## config.mk

```make
export PLATFORM = sky130hd
export DESIGN_NAME = legv8_mem_arbiter
export DESIGN_NICKNAME = d
export VERILOG_FILES = /design/src/rtl/legv8_arb_pkg.sv /design/src/rtl/legv8_arb_pick.sv /design/src/rtl/legv8_mem_arbiter.sv
export SDC_FILE = /design/constraint.sdc
export NUM_CORES = 1
export LEC_CHECK = 0
export ABC_CLOCK_PERIOD_IN_PS = 2800
export CAP_MARGIN = 5
export CORE_ASPECT_RATIO = 1.4
export CORE_UTILIZATION = 25
export CTS_CLUSTER_SIZE = 10
export DETAILED_ROUTE_END_ITERATION = 10
export GPL_TIMING_DRIVEN = 0
export PLACE_DENSITY = 0.54
export SYNTH_ARGS = -nofsm -noshare
export SYNTH_HDL_FRONTEND = slang
export SYNTH_HIERARCHICAL = 1
export SYNTH_SLANG_ARGS = --single-unit
```

## constraint.sdc

```tcl
create_clock -name clock -period 2.8 [get_ports clock]
set_input_delay 0.56 -clock clock [delete_from_list [all_inputs] [get_ports clock]]
set_output_delay 0.56 -clock clock [all_outputs]
set_load 0.02 [all_outputs]
```

## src/rtl/legv8_arb_pkg.sv

```systemverilog
// Shared types for the LEGv8 unified-memory arbiter: FSM states, requester owner, latency bound.
package legv8_arb_pkg;

  typedef enum logic [1:0] {
    IDLE  = 2'd0,
    ISSUE = 2'd1,
    WAIT  = 2'd2
  } state_t;

  typedef enum logic {
    OWNER_IF = 1'b0,
    OWNER_DM = 1'b1
  } owner_t;

  localparam int MEM_LAT_MAX = 15;
  localparam int CNT_W       = $clog2(MEM_LAT_MAX + 1);

endpackage

```

## src/rtl/legv8_arb_pick.sv

```systemverilog
// Winner select between fetch and data requesters. Default: DM priority with an IF starvation guard;
// LEGV8_ARB_ROUND_ROBIN_EN switches ties to alternate against the last grant.
module legv8_arb_pick
  import legv8_arb_pkg::*;
#(
  parameter int MAX_STARVE = 4
) (
  input  logic   clock,
  input  logic   reset_n,
  input  logic   if_valid,
  input  logic   dm_valid,
  input  logic   if_grant,
  input  logic   dm_grant,
  output owner_t winner
);

`ifdef LEGV8_ARB_ROUND_ROBIN_EN
  owner_t last_grant;

  // Reset to IF so the first tie after reset goes to DM.
  always_ff @(posedge clock or negedge reset_n) begin
    if (!reset_n) begin
      last_grant <= OWNER_IF;
    end else if (dm_grant) begin
      last_grant <= OWNER_DM;
    end else if (if_grant) begin
      last_grant <= OWNER_IF;
    end
  end

  always_comb begin
    winner = OWNER_IF;
    if (dm_valid && !(if_valid && (last_grant == OWNER_DM))) begin
      winner = OWNER_DM;
    end
  end
`else
  localparam int SW = $clog2(MAX_STARVE + 1);

  logic [SW-1:0] starve;
  logic          force_if;

  // Counts DM grants taken while IF was waiting; any idle IF cycle forgives the debt.
  always_ff @(posedge clock or negedge reset_n) begin
    if (!reset_n) begin
      starve <= '0;
    end else if (dm_grant && if_valid) begin
      starve <= starve + 1'b1;
    end else if (if_grant || !if_valid) begin
      starve <= '0;
    end
  end

  assign force_if = (starve >= SW'(MAX_STARVE));

  always_comb begin
    winner = OWNER_IF;
    if (dm_valid && !(if_valid && force_if)) begin
      winner = OWNER_DM;
    end
  end
`endif

endmodule

```

## src/rtl/legv8_mem_arbiter.sv

```systemverilog
// Single-port memory arbiter for LEGv8 fetch and data paths: one access in flight, fixed read latency.
// Arbitration policy selected by LEGV8_ARB_ROUND_ROBIN_EN (undefined: DM priority with starvation guard).
module legv8_mem_arbiter
  import legv8_arb_pkg::*;
#(
  parameter int ADDR_W     = 64,
  parameter int DATA_W     = 64,
  parameter int MEM_LAT    = 2,
  parameter int MAX_STARVE = 4
) (
  input  logic              clock,
  input  logic              reset_n,
  input  logic              if_req_valid,
  input  logic [ADDR_W-1:0] if_req_addr,
  output logic              if_req_ready,
  output logic              if_rsp_valid,
  output logic [DATA_W-1:0] if_rsp_data,
  input  logic              dm_req_valid,
  input  logic [ADDR_W-1:0] dm_req_addr,
  input  logic              dm_req_write,
  input  logic [DATA_W-1:0] dm_req_wdata,
  output logic              dm_req_ready,
  output logic              dm_rsp_valid,
  output logic [DATA_W-1:0] dm_rsp_data,
  output logic              mem_en,
  output logic              mem_we,
  output logic [ADDR_W-1:0] mem_addr,
  output logic [DATA_W-1:0] mem_wdata,
  input  logic [DATA_W-1:0] mem_rdata,
  output logic              busy,
  output state_t            dbg_state
);

  // Handshake: a request transfers on the rising edge where VALID and READY are both high.
  // READY is offered only in IDLE and only to the arbitration winner; VALID may drop freely.

  state_t           state;
  owner_t           owner;
  owner_t           winner;
  logic             is_write;
  logic [CNT_W-1:0] cnt;
  logic             accept_if;
  logic             accept_dm;

  legv8_arb_pick #(
    .MAX_STARVE(MAX_STARVE)
  ) u_pick (
    .clock    (clock),
    .reset_n  (reset_n),
    .if_valid (if_req_valid),
    .dm_valid (dm_req_valid),
    .if_grant (accept_if),
    .dm_grant (accept_dm),
    .winner   (winner)
  );

  assign if_req_ready = (state == IDLE) && if_req_valid && (winner == OWNER_IF);
  assign dm_req_ready = (state == IDLE) && dm_req_valid && (winner == OWNER_DM);
  assign accept_if    = if_req_valid && if_req_ready;
  assign accept_dm    = dm_req_valid && dm_req_ready;
  assign busy         = (state != IDLE);
  assign dbg_state    = state;

  always_ff @(posedge clock or negedge reset_n) begin
    if (!reset_n) begin
      state        <= IDLE;
      owner        <= OWNER_IF;
      is_write     <= 1'b0;
      cnt          <= '0;
      mem_en       <= 1'b0;
      mem_we       <= 1'b0;
      mem_addr     <= '0;
      mem_wdata    <= '0;
      if_rsp_valid <= 1'b0;
      if_rsp_data  <= '0;
      dm_rsp_valid <= 1'b0;
      dm_rsp_data  <= '0;
    end else begin
      mem_en       <= 1'b0;
      mem_we       <= 1'b0;
      if_rsp_valid <= 1'b0;
      dm_rsp_valid <= 1'b0;
      case (state)
        IDLE: begin
          if (accept_if || accept_dm) begin
            owner     <= accept_dm ? OWNER_DM : OWNER_IF;
            is_write  <= accept_dm && dm_req_write;
            mem_addr  <= accept_dm ? dm_req_addr : if_req_addr;
            mem_wdata <= (accept_dm && dm_req_write) ? dm_req_wdata : '0;
            mem_en    <= 1'b1;
            mem_we    <= accept_dm && dm_req_write;
            state     <= ISSUE;
          end
        end
        ISSUE: begin
          cnt   <= CNT_W'(MEM_LAT - 1);
          state <= WAIT;
        end
        WAIT: begin
          // Final wait cycle is exactly when the memory presents read data.
          if (cnt == '0) begin
            state <= IDLE;
            if (owner == OWNER_DM) begin
              dm_rsp_valid <= 1'b1;
              dm_rsp_data  <= is_write ? '0 : mem_rdata;
            end else begin
              if_rsp_valid <= 1'b1;
              if_rsp_data  <= mem_rdata;
            end
          end else begin
            cnt <= cnt - 1'b1;
          end
        end
        default: state <= IDLE;
      endcase
    end
  end

endmodule

```

==> out/results.md <==
| Step | Parameter | Reported |
| --- | --- | --- |
| pwr | Total leakage power | 0.00805 uW |
| drt | Routed length on met2 | 19.9 mm |
| timing | Count of final setup violators | 0 |
| final layout | Fraction of layout instances using a drive strength above 1 | 0.116 |
| run status | Violations in the final reports | DRC |
| final layout | Final cell count without fillers | 1970 |
| floorplanning | Die Y-Extent | 251 um |
| drt | Total via count in the routed design | 8755 |
| worst hold path | Worst min-delay path class | in -> async |
| cts | CTS root buffer | sky130_fd_sc_hd__clkbuf_16 |
| synthesis | Number of synthesized flops with an enable pin | 0 |
| timing | Worst-case headroom to the max-slew limit | 0.540 |
| placement | Half-perimeter wire length of the detailed placement result | 29.0 mm |
| placement | Number of buffers added on ports | 525 |
| synthesis | Synth top area share | 0.613 |
| final layout | Number of nets at the end of the flow | 1669 |
| pwr | Peak ir drop on the vdd network | 0.000427 V |
| placement | Placed insts | 1919 |
| final layout | Area Overhead vs Synth | 63.4% |
| cts | Clock net sink count | 271 |
| cts | Clock input transition at the sequential cells of the worst setup and hold paths | 60 ps |
| setup path | Crit start category | flop |
| setup path | Data arrival, critical path | 2120 ps |
| synthesis | Most frequent cell after synthesis | sky130_fd_sc_hd__dfrtp_1 |
| global route | First-pass GRT wire length | 58.0 mm |
| setup path | Critical Path Slowest Stage Cell | sky130_fd_sc_hd__or4b_4 |
| synthesis | Yosys synthesis warning count | 6 |
| final layout | Area occupied by registers | 6780 um^2 |
| final layout | Number of diodes | 0 |
| floorplanning | Number of placement rows | 90 |
| drt | Met3 routed wirelength | 2.99 mm |
| placement | Final weighted congestion in routability-driven placement | 0.813 |
| drt | Routed vias/inst | 4.44 |
| flow run | Max-cap violations | 0 |
| final layout | Area of combinational cells with multiple inputs | 3660 um^2 |
| synthesis | Largest area contributor in the synthesized netlist | sky130_fd_sc_hd__dfrtp_1 |
| cts | Later-pin clock latency in the skew report | 520 ps |
| timing | Worst slew pin tran | 690 ps |
| global route | Pin count of the biggest net entering global routing | 116 |
| setup path | Data required, critical path | 2240 ps |
| drt | Highest metal layer with signal wires | met4 |
| floorplanning | Num ports | 526 |
| synthesis | Cell count after synthesis | 840 |
| drt | Detailed Route Iter0 Violations | 300 |
| setup path | Category of the most critical setup path | reg -> out |
| floorplanning | Placeable Area | 43400 um^2 |
| timing | RSZ-0062 raised after global routing | no |
| synthesis | Seq/Total Area, Yosys | 0.613 |
| drt | Detailed Routing Iterations Pass 1 | 7 |
| global route | Number of antenna violations at the first check in global routing | 1 |
| timing | Final critical delay including setup and external delays | 2680 ps |
| setup path | Number of buffer and inverter instances along the worst setup path | 5 |
| cts | Number of buffers created by CTS | 34 |
| timing | Final Cycle Share | 0.956 |
| setup path | Maximum single-stage delay on the critical path | 500 ps |
| cts | Max Root-Sink Buffers | 3 |
| final layout | Filler cell count in the final layout | 4107 |
| synthesis | Synthesized Nets | 1104 |
| synthesis | Mean instance size in the synthesized netlist | 13.2 um^2 |
| global route | Via count of the first global-routing pass | 9506 |
| timing | Final clock skew | 11.4 ps |
| final layout | Final design utilization | 0.417 |
| global route | Aggregate global routing overflow | 0 |
| synthesis | Most used standard cells in the synthesized netlist | sky130_fd_sc_hd__dfrtp_1, sky130_fd_sc_hd__inv_1, sky130_fd_sc_hd__nor2b_1, sky130_fd_sc_hd__a21oi_1, sky130_fd_sc_hd__o22ai_1 |
| synthesis | Primary FF master, synth | sky130_fd_sc_hd__dfrtp_1 |
| drt | Routed wire length | 38.3 mm |
| cts | Clock tree from TritonCTS | done |
| drt | Antenna viol nets, final | 0 |
| timing | Fin. Hold Viols | 0 |
| pwr | Power per Cell Area | 1100 nW/um^2 |
| setup path | Max Fanout on Critical Path | 10 |
| cts | Number of buffers inserted for hold repair after clock tree synthesis | 0 |
| setup path | Kind of cell adding the most delay to the critical path | buffers and inverters |
| synthesis | Synth area leaders | sky130_fd_sc_hd__dfrtp_1, sky130_fd_sc_hd__mux2_4, sky130_fd_sc_hd__a22o_1, sky130_fd_sc_hd__mux2_1, sky130_fd_sc_hd__nor2b_1 |
| cts | Htree depth | 2 |
| synthesis | Register bit count reported by yosys | 271 |
| setup path | Endpoint class of the critical path | output port |
| run status | Run status | finished with violations |
| global route | All-layer global routing usage | 0.168 |
| synthesis | Share of flip-flops with an asynchronous set or reset after synthesis | 1.00 |
| drt | Residual DRC | 28 |
| setup path | Sequence of cells on the critical path | buf_4 -> or4b_4 -> buf_6 -> buf_6 -> inv_1 -> buf_2 |
| drt | Routed length on met1 | 14.1 mm |
| drt | WL/cell | 19.4 um |
| setup path | Most used cell along the critical path | sky130_fd_sc_hd__buf_6 |
| synthesis | Cell area after technology mapping | 11100 um^2 |
| synthesis | Distinct cell type count of the synthesized netlist | 39 |
| floorplanning | Initial Util | 0.255 |
| timing | Peak clock frequency supported by timing | 374 MHz |
| floorplanning | Total die area | 45100 um^2 |
| floorplanning | Horizontal extent of the die | 180 um |
| timing | Max-slew violations | 0 |
[kinds of logic after synthesis]
| kind of cell | after synthesis | synth area share |
|---|---|---|
| flip-flops | 271 | 0.613 |
| AO/OA/AOI/OAI | 206 | 0.124 |
| buffers and inverters | 137 | 0.0585 |
| multiplexers | 129 | 0.148 |
| AND/OR/NAND/NOR | 93 | 0.0520 |
| adder cells (fa/ha/maj) | 3 | 0.00339 |
| XOR/XNOR | 1 | 0.000792 |
[layer usage]
metal  GRT usage  vias up
li1            -     4054
met1       0.179     4256
met2       0.310      381
met3      0.0493       64
met4      0.0660        0
met5           0        -
[power by group]
part           switching [uW]  leakage, uW  internal (uW)  total (uW)
sequential                934      0.00331           5620        6550
clock                    1670     0.000463           2240        3910
combinational            4680      0.00428           4760        9450
[worst register-to-register path: cells and delay by family (launching register included)]
family | cells | cell delay [ps]
adders and majority gates | 1 | 160
DFF | 1 | 440
buffers and inverters | 3 | 590
and+or+nand+nor | 2 | 760
muxes | 1 | 300
[final timing paths]
kind	from	to	slack, ps	cells after the start
worst max register to register	cnt[0]	dm_rsp_data[51]	440	7
worst min-delay path	reset_n	dm_rsp_data[52]	60	1
min in group clock	if_rsp_data[8]	if_rsp_data[8]	480	1
worst max-delay path	dbg_state[0]	if_req_ready	120	6
worst min register to register	if_rsp_data[8]	if_rsp_data[8]	480	1
max in group asynchronous	reset_n	mem_wdata[63]	1700	2
[timing repair]
item | CTS | global route
resized for setup | 20 | 0
setup buffers | 2 | 2
endpoints found under the setup margin | 2 | 1
pin swaps | 1 | 0
[area by class of cell]
class | instances | area share
inverters | 76 | 0.0158
repair buffers | 531 | 0.295
multi-input cells | 432 | 0.203
clock inverters | 6 | 0.00270
well taps | 552 | 0.0382
flip-flops and latches | 271 | 0.375
plain buffers | 59 | 0.0203
clock buffers | 43 | 0.0495
[metrics by stage]
step                      area (um^2)  hold WS, ps  TNS [ps]  power, uW  worst slack, ps
final                           18100         58.7         0      19900              124
after global routing            18100         80.7         0      21000             53.0
after CTS                       18100         43.5         0      20200             24.3
after detailed placement        17100          474    -24770      16100            -1070
after global placement          17000          467  -3057460      16000           -11280
after floorplan                 11100          264         0      11200              445
[flip-flops by register name, indices dropped and copies added (netlist names)]
register	count
dm_rsp_data	64
u_pick/starve	3
if_rsp_valid	1
owner	1
mem_en	1
mem_wdata	64
dbg_state	2
mem_we	1
mem_addr	64
if_rsp_data	64
cnt	4
dm_rsp_valid	1
is_write	1
[cell usage in the layout (no fill, tap or decap), types with 6 or more instances in the layout]
cell type,instances
sky130_fd_sc_hd__mux2_4,49
sky130_fd_sc_hd__clkdlybuf4s50_1,520
sky130_fd_sc_hd__clkbuf_16,34
sky130_fd_sc_hd__buf_2,12
sky130_fd_sc_hd__a21oi_1,65
sky130_fd_sc_hd__buf_4,7
sky130_fd_sc_hd__mux2_1,49
sky130_fd_sc_hd__mux2_2,30
sky130_fd_sc_hd__clkbuf_1,34
sky130_fd_sc_hd__nor2b_1,69
sky130_fd_sc_hd__nand2_1,6
sky130_fd_sc_hd__dfrtp_1,271
sky130_fd_sc_hd__o22ai_1,65
sky130_fd_sc_hd__inv_1,76
sky130_fd_sc_hd__buf_6,16
sky130_fd_sc_hd__a22o_1,64
(Power assumes the default switching activity.)
